### src/rtl/pcounter_mod.sv
// Programmable-modulus up/down counter with wrap/saturate/one-shot terminal modes; registered out, 1-cycle step latency.
// No backpressure: en gates stepping, clr > load > en step > hold.
module pcounter_mod #(
   parameter int WIDTH     = 4,
   parameter int RESET_VAL = 0
) (
   input  logic             clk,
   input  logic             r,
   input  logic             clr,
   input  logic             load,
   input  logic [WIDTH-1:0] load_val,
   input  logic             en,
   input  logic             up,
   input  logic [WIDTH-1:0] mod_val,
   input  logic [1:0]       mode,
   output logic [WIDTH-1:0] out,
   output logic             tc,
   output logic             wrap,
   output logic             done
);

   localparam logic [WIDTH-1:0] RST_OUT = WIDTH'(RESET_VAL);

   typedef enum logic [1:0] {
      ST_IDLE = 2'd0,
      ST_RUN  = 2'd1,
      ST_DONE = 2'd2
   } state_t;

   state_t           state_q, state_d;
   logic [WIDTH-1:0] out_d;
   logic             wrap_d;
   logic             one_shot;
   logic [WIDTH-1:0] step_val;
   logic [WIDTH-1:0] load_clamped;

   assign one_shot     = (mode == 2'b10);
   // Up-terminal uses >= so a lowered mod_val below out is still terminal.
   assign tc           = up ? (out >= mod_val) : (out == '0);
   assign step_val     = up ? (out + WIDTH'(1)) : (out - WIDTH'(1));
   assign load_clamped = (load_val > mod_val) ? mod_val : load_val;
   assign done         = (state_q == ST_DONE);

   always_comb begin
      out_d   = out;
      wrap_d  = 1'b0;
      state_d = one_shot ? state_q : ST_IDLE;
      if (clr) begin
         out_d   = '0;
         state_d = ST_IDLE;
      end else if (load) begin
         out_d   = load_clamped;
         state_d = one_shot ? ST_RUN : ST_IDLE;
      end else if (en) begin
         if (one_shot) begin
            if (state_q == ST_RUN) begin
               if (!tc) out_d = step_val;
               else     state_d = ST_DONE;
            end
         end else if (!tc) begin
            out_d = step_val;
         end else if (mode == 2'b01) begin
            if (up && (out > mod_val)) out_d = mod_val;
         end else begin
            // Wrap against mod_val rather than 2^WIDTH.
            out_d  = up ? '0 : mod_val;
            wrap_d = 1'b1;
         end
      end
   end

   always_ff @(posedge clk or negedge r) begin
      if (!r) begin
         out     <= RST_OUT;
         wrap    <= 1'b0;
         state_q <= ST_IDLE;
      end else begin
         out     <= out_d;
         wrap    <= wrap_d;
         state_q <= state_d;
      end
   end

endmodule

### config.mk
export PLATFORM = sky130hd
export DESIGN_NAME = pcounter_mod
export DESIGN_NICKNAME = d
export VERILOG_FILES = /design/src/rtl/pcounter_mod.sv
export SDC_FILE = /design/constraint.sdc
export NUM_CORES = 1
export LEC_CHECK = 0
export ABC_AREA = 1
export BUFFER_PORTS_ARGS = -buffer_cell sky130_fd_sc_hd__buf_4
export CAP_MARGIN = 20
export CORE_UTILIZATION = 55
export CTS_CLUSTER_DIAMETER = 30
export DETAILED_ROUTE_END_ITERATION = 12
export PLACE_DENSITY_LB_ADDON = 0.05
export SLEW_MARGIN = 30
export SYNTH_ARGS = -nofsm -noshare
export SYNTH_HDL_FRONTEND = slang
export SYNTH_SLANG_ARGS = --single-unit
### constraint.sdc
create_clock -name clk -period 3.1 [get_ports clk]
set_input_delay 0.62 -clock clk [delete_from_list [all_inputs] [get_ports clk]]
set_output_delay 0.62 -clock clk [all_outputs]
set_load 0.005 [all_outputs]
After elaboration in Yosys (flattened, before gate mapping). Cells that the tools add are included.

Output and inout port bits: 7. Flip-flop bits (word level): 7. Word-level logic and storage cells: 46. Input port bits: 16.

Add/sub/neg operators: 2. Eq/ne operators: 7. Order comparisons: 3. Reduce and logical (&&, ||, !) cells: 4. Mux-type cells: 27.

Operators with widths (number): $mux W4 (12); $mux W2 (7); $gt A4 B4 Y1 (2); $mux W1 (8); $ne A5 B4 Y1 const B (1); $add A4 B1 Y4 const B (1); $eq A2 B1 Y1 const B (2); $eq A2 B2 Y1 const B (2); $ge A4 B4 Y1 (1); $logic_not A4 Y1 (1); $ne A4 B3 Y1 const B (1); $ne A4 B4 Y1 const B (1); $reduce_and A4 Y1 (1); $sub A4 B1 Y4 const B (1); $reduce_bool A3 Y1 (1); $logic_and A1 B1 Y1 (1).

Longest topological paths before layout. Gate-level depths: netlist (run 1).

Depth in word-level cells: 9. Gate-level depth with buffers: 15. Gate-level depth less buffers: 15.

Worst setup path after synthesis (run 1). No wires, ideal clock.

Path type: input to output. Start point: in mod_val[3]. End point: out tc. Setup slack: 1.088 ns. Required time: 2.480 ns. Stages: 6. Arrival: 1.392 ns. Path buffers: 0. Cell sequence: inv_1 ha_1 a21oi_1 nand2_2 nand2_1 nand2_4.

Longest elaborated chain between the ends: 2.

Ends and longest elaborated chain: start: declaration (line 14) `input logic [WIDTH-1:0] mod_val,`; $ge A4 B4 Y1 (line 39) `assign tc = up ? (out >= mod_val) : (out == '0);`; $mux W1 (line 39); end: declaration (line 17) `output logic tc,`.

No other way between the ends.

Worst setup path after layout (run 1). Ends and elaborated chain as after synthesis.

==> results of run 1 <==
==> stage by stage <==
stage,util,setup WS [ps],std cells
floorplan,-,1088,133
global placement,0.7109,811.0,171
detailed placement,0.7109,771.9,171
CTS,0.7286,769.6,175
global route,0.7286,635.3,175
finish,0.7286,763.5,175
==> cell families after synthesis <==
group | Yosys count
flip-flops | 7
XOR/XNOR | 1
adder cells (fa/ha/maj) | 11
AND/OR/NAND/NOR | 74
buffers and inverters | 23
AO/OA/AOI/OAI | 17
==> path summary, 6_finish.rpt <==
path / depth (start not counted) / end / slack [ps]
max: 10 / tc / 760
min: 1 / out[3] / 180
max reg2reg: 14 / out[2] / 1280
min reg2reg: 2 / state_q[1] / 570
max in group asynchronous: 1 / state_q[1] / 2800
min in group clk: 2 / state_q[1] / 570
==> per-layer routing <==
layer	vias to the layer above	wire, um
met5	-	0
met3	2	98
li1	479	-
met2	32	982
met1	419	951
met4	0	15
==> where the power goes <==
group / switching (mW) / internal [mW]
Combinational: 0.116 / 0.0834
Clock: 0.0282 / 0.0488
Sequential: 0.0134 / 0.0994
==> critical path, cell delays in order <==
cell and delay, ps:
buf_4 90, inv_1 50, ha_1 320, nand2_2 80
inv_1 50, nand2_1 70, nand2_2 60, nand2_1 120
nand2_4 110, buf_4 150
==> registers in the layout, indices dropped and copies added, names as in the netlist <==
signal   cells
state_q      2
out          4
wrap         1
==> layout make-up <==
| class | count | area (um2) |
|---|---|---|
| timing repair buffer | 22 | 165.2 |
| tap | 16 | 20.02 |
| inverter | 23 | 86.33 |
| fill | 139 | 404.1 |
| sequential | 7 | 175.2 |
| clock buffer | 4 | 26.28 |
| multi-input combinational | 103 | 611.8 |
==> cell usage in the layout, fill, tap and decap left out, types with 2 or more instances in the layout <==
cell type  count
nand2_1       45
inv_1         22
buf_4         22
nand3_1       10
ha_1          10
a21oi_1        7
dfrtp_1        7
nor2_1         6
nand2_2        3
nand2_4        3
o21ai_0        3
clkbuf_4       3
nor2_2         2
a21oi_2        2
o21ai_1        2
==> run summary, run 1 <==
Req. time, crit path = 2480 ps
share of the synthesized area in the top cell type = 0.2006
CTS Hold Bufs = 0
area grow syn2layout = 24.21%
Main synth FF type = dfrtp_1
Post-Synth Adder-Cell Area = 0.1662
largest net degree at the start of global routing = 9
die width = 41.85 um
core area = 1489 um2
synthesized flop and latch total = 7
origin of the critical flop-to-flop path = out[0]
Slew Viols, Final = 0
worst-skew pair later-pin latency = 240 ps
Via Count = 932
first-pass GRT wire length = 3622 um
io pins = 23
number of synthesized flops with an enable pin = 0
layout cell share with drive strength beyond 1 = 0.2516
Overall Power = 0.3889 mW
Final setup viols = 0
GRT overflow = 0
grt met3 use = 0.03043
All-Layer GR Usage = 0.2707
crit path launch = mod_val[3]
Yosys top cell by area = dfrtp_1
Synth Cell Area = 873.3 um2
Worst-Margin Slew = 307.6 ps
most frequent cells after synthesis = nand2_1, inv_1, ha_1, nand3_1
Clock Sinks = 7
Ys Warns = 0
wirelength, routed = 2048 um
total of max-cap violations = 0
top-count cell post-synth = nand2_1
die area = 1751 um2
setup TNS = 0 ps
wire length per cell = 11.70 um
dominant cells by area after synthesis = dfrtp_1, nand2_1, ha_1
Num CTS Buffers = 3
Clock Path Buffers = 2
IO buf count = 22
final instance area = 1085 um2
RSZ-0062 raised after global routing = false
final critical-path required period = 2336 ps
syn_nets = 160
worst clock skew = 4.805 ps
WHS = 175.9 ps
Tcrit/Tclk final = 0.7537
Gate Count Post-Synth = 133
outcome = finished clean
met1 Use GR = 0.3757
Via-to-Cell Ratio = 5.326
initial DRC count = 29
GP Congestion = 0.8753
ANT nets after route = 0
TritonCTS clock tree = yes
Initial Utilization = 0.5866
initial antenna violation count = 0
fmax = 428.0 MHz
H-tree depth = 1
hpwl dp = 1752 um
Synth Area per Inst = 6.566 um2
startpoint types = input pin
Antenna Cells = 0
arrival time worst endpoint = 1720 ps
Synth Area in Simple Gates = 0.3997
Root Driver = clkbuf_4
Synth Area in Compound Gates = 0.1246
Slew headroom = 0.7947
largest family of logic cells by synthesized area = simple AND/OR/NAND/NOR gates
placed instance area = 1059 um2
post-CTS setup buffer count = 0
Clock transition at path regs = 50 ps
Synth cell types = 24
die height = 41.85 um
post-CTS sizing = 0
mux cell area share after synthesis = 0
Hold Crit Class = input pin to async pin
Hold Vio Cnt, Final = 0
global routing's busiest layer = met2
Final #Nets = 187
FFs w/ async S/R, synth = 1.000
VDD IR max = 0.2622 mV
xor-xnor portion of the synthesized cell area = 0.01003
WS Path Type = input pin to output port
vias in the first global route = 859
first drt pass iteration count = 4
post-synthesis sequential area ratio = 0.2006
# DRC = 0
Critical Path End Type = output port
Pwr per Cell Area = 358.5 nW/um2
met2 track demand over resource = 0.4219
row count = 14
worst-path fanout max = 8
Pleak = 0.6385 nW
Power figures use the tool's default switching activity.
==> run 2, diff against run 1 <==
--- a/config.mk
+++ b/config.mk
@@ -8,7 +8,7 @@
 export ABC_AREA = 1
 export BUFFER_PORTS_ARGS = -buffer_cell sky130_fd_sc_hd__buf_4
 export CAP_MARGIN = 20
-export CORE_UTILIZATION = 55
+export CORE_UTILIZATION = 47
 export CTS_CLUSTER_DIAMETER = 30
 export DETAILED_ROUTE_END_ITERATION = 12
 export PLACE_DENSITY_LB_ADDON = 0.05
==> constraint.sdc (replaced) <==
create_clock -name clk -period 2 [get_ports clk]
set_input_delay 0.4 -clock clk [delete_from_list [all_inputs] [get_ports clk]]
set_output_delay 0.4 -clock clk [all_outputs]
set_load 0.005 [all_outputs]
==> run 2 against run 1 <==
Sequential power up 47%. Die area up 16%. Clock-buffer cell count unchanged. Global-route usage down 2.5 points. First-iteration DRC count down 41%. Flip-flop and latch count unchanged. Critical path depth down 2. Critical endpoint unchanged.
==> run summary, run 2 (synthesized netlist as in run 1, its figures left out) <==
arrival time worst endpoint = 1500 ps (was 1720 ps)
TritonCTS clock tree = yes (unchanged)
Req. time, crit path = 1600 ps (was 2480 ps)
worst-skew pair later-pin latency = 240 ps (about the same)
final critical-path required period = 1904 ps
Clock Path Buffers = 2 (unchanged)
initial DRC count = 17 (was 29)
Worst path slowest cell = dfrtp_1 (was ha_1)
H-tree depth = 1 (unchanged)
first drt pass iteration count = 4 (unchanged)
startpoint types = flop (was input pin)
WP buf/inv = 2 (was 4)
die height = 45.11 um (was 41.85 um)
pre-CTS setup slack = 117.9 ps (was 771.9 ps)
Pwr per Cell Area = 546.6 nW/um2 (was 358.5 nW/um2)
Critical Path Stages = 8 (was 10)
Crit path largest cell delay = 420 ps (was 320 ps)
outcome = finished clean (unchanged)
kind of cell adding the most delay to the critical path = flip-flops (was simple AND/OR/NAND/NOR gates)
Root Driver = clkbuf_4 (unchanged)
most common cell after layout, fill and taps aside = nand2_1 (unchanged)
Initial Utilization = 0.5058 (was 0.5866)
total of max-cap violations = 0 (unchanged)
fillers = 169 (was 139)
Via-to-Cell Ratio = 4.811 (was 5.326)
area of the multi-input gates = 643.1 um2 (was 611.8 um2)
Slew headroom = 0.7927 (was 0.7947)
VDD IR max = 0.4751 mV (was 0.2622 mV)
flop2flop setup slack = 240 ps (was 1280 ps)
r2r worst-path depth = 12 (was 14)
All-Layer GR Usage = 0.2454 (was 0.2707)
first-pass GRT wire length = 3519 um (was 3622 um)
Final setup viols = 0 (unchanged)
area grow syn2layout = 34.53% (was 24.21%)
ANT nets after route = 0 (unchanged)
setup TNS = 0 ps (unchanged)
WHS = 362.4 ps (was 175.9 ps)
Via Count = 914 (was 932)
Clock transition at path regs = 40 ps (was 50 ps)
final instance area = 1175 um2 (was 1085 um2)
most frequent cells in the layout = nand2_1, buf_4, inv_1, nand3_1, ha_1 (was nand2_1, inv_1, buf_4, nand3_1, ha_1)
ordered list of cells on the worst path = ha_4 -> nand2_2 -> nor2_2 -> nand2_1 -> nand2_1 -> inv_2 -> nand2_4 -> buf_4 (was buf_4 -> inv_1 -> ha_1 -> nand2_2 -> inv_1 -> nand2_1 -> nand2_2 -> nand2_1 -> nand2_4 -> buf_4)
Clock Sinks = 7 (unchanged)
largest net degree at the start of global routing = 9 (unchanged)
die width = 45.11 um (was 41.85 um)
io pins = 23 (unchanged)
core area = 1727 um2 (was 1489 um2)
worst clock skew = 0.8094 ps (was 4.805 ps)
Num CTS Buffers = 3 (unchanged)
wirelength, routed = 2130 um (was 2048 um)
max reg flops = 4 (unchanged)
fmax = 525.2 MHz
Antenna Cells = 0 (unchanged)
R2R Path End = out[0] (was out[2])
placed instance area = 1100 um2 (was 1059 um2)
biggest regs = out x4, state_q x2, wrap x1 (unchanged)
hpwl dp = 1830 um (was 1752 um)
die area = 2034 um2 (was 1751 um2)
Slew Viols, Final = 0 (unchanged)
IO buf count = 22 (unchanged)
# DRC = 0 (unchanged)
initial antenna violation count = 0 (unchanged)
Critical Path End Type = output port (unchanged)
Hold Crit Class = input pin to flop (was input pin to async pin)
origin of the critical flop-to-flop path = out[3] (was out[0])
Tcrit/Tclk final = 0.9521
wire length per cell = 11.21 um (was 11.70 um)
crit path to = tc (unchanged)
Final #Nets = 193 (was 187)
GP Congestion = 0.9213 (was 0.8753)
Hold Vio Cnt, Final = 0 (unchanged)
worst-path fanout max = 7 (was 8)
Worst-Margin Slew = 310.2 ps (was 307.6 ps)
largest register by flop count = out (unchanged)
GRT overflow = 0 (unchanged)
vias in the first global route = 860 (was 859)
Pleak = 0.6683 nW (was 0.6385 nW)
WS Path Type = flop to output port (was input pin to output port)
most frequent CP cell = nand2_1
Worst Setup Slack, final = 95.82 ps (was 763.5 ps)
layout cell share with drive strength beyond 1 = 0.3030 (was 0.2516)
register area = 175.2 um2 (unchanged)
crit path launch = out[3] (was mod_val[3])
row count = 15 (was 14)
[run 2: how the worst min path moves through the flow]
stage | start | endpoint | slack, ps | cells after the start
finish | clr | state_q[0] | 360 | 2
global route | clr | state_q[0] | 370 | 2
CTS | clr | state_q[0] | 350 | 2
detailed placement | r | wrap | 210 | 1
global placement | r | wrap | 210 | 1
floorplan | r | out[0] | 100 | 0
[run 2: routing by layer]
layer | track usage | part of all wire | up-vias | wire (um)
met5 | 0 | 0 | - | 0
met4 | 0.1091 | 0.0089 | 0 | 19
met3 | 0.02400 | 0.027 | 2 | 58
met2 | 0.4087 | 0.46 | 13 | 975
met1 | 0.3208 | 0.51 | 406 | 1078
li1 | - | - | 493 | -
[run 2: area by class of cell]
| type | count | share of cell area |
|---|---|---|
| multi-input cells | 103 | 0.5474 |
| repair buffers | 28 | 0.1810 |
| flip-flops and latches | 7 | 0.1491 |
| inverters | 23 | 0.07348 |
| well taps | 25 | 0.02662 |
| clock buffers | 4 | 0.02236 |
[run 2: what timing repair did]
| item | CTS | global route |
|---|---|---|
| endpoints found under the hold margin | 7 | 0 |
| hold buffers | 1 | 0 |
| setup endpoints to repair | 0 | 1 |
| resized for setup | 0 | 5 |
| buffers inserted | 0 | 1 |
[run 2: through the flow]
stage / utilization / cells / total power, mW
after floorplan: - / 133 / 0.3750
after global placement: 0.6370 / 184 / 0.4959
after detailed placement: 0.6370 / 184 / 0.5013
after CTS: 0.6580 / 189 / 0.6281
after global routing: 0.6804 / 190 / 0.6976
final: 0.6804 / 190 / 0.6422
[run 2: power breakdown]
part           internal, mW  switching, mW
Sequential            0.154         0.0120
Clock                0.0754         0.0408
Combinational         0.158          0.201
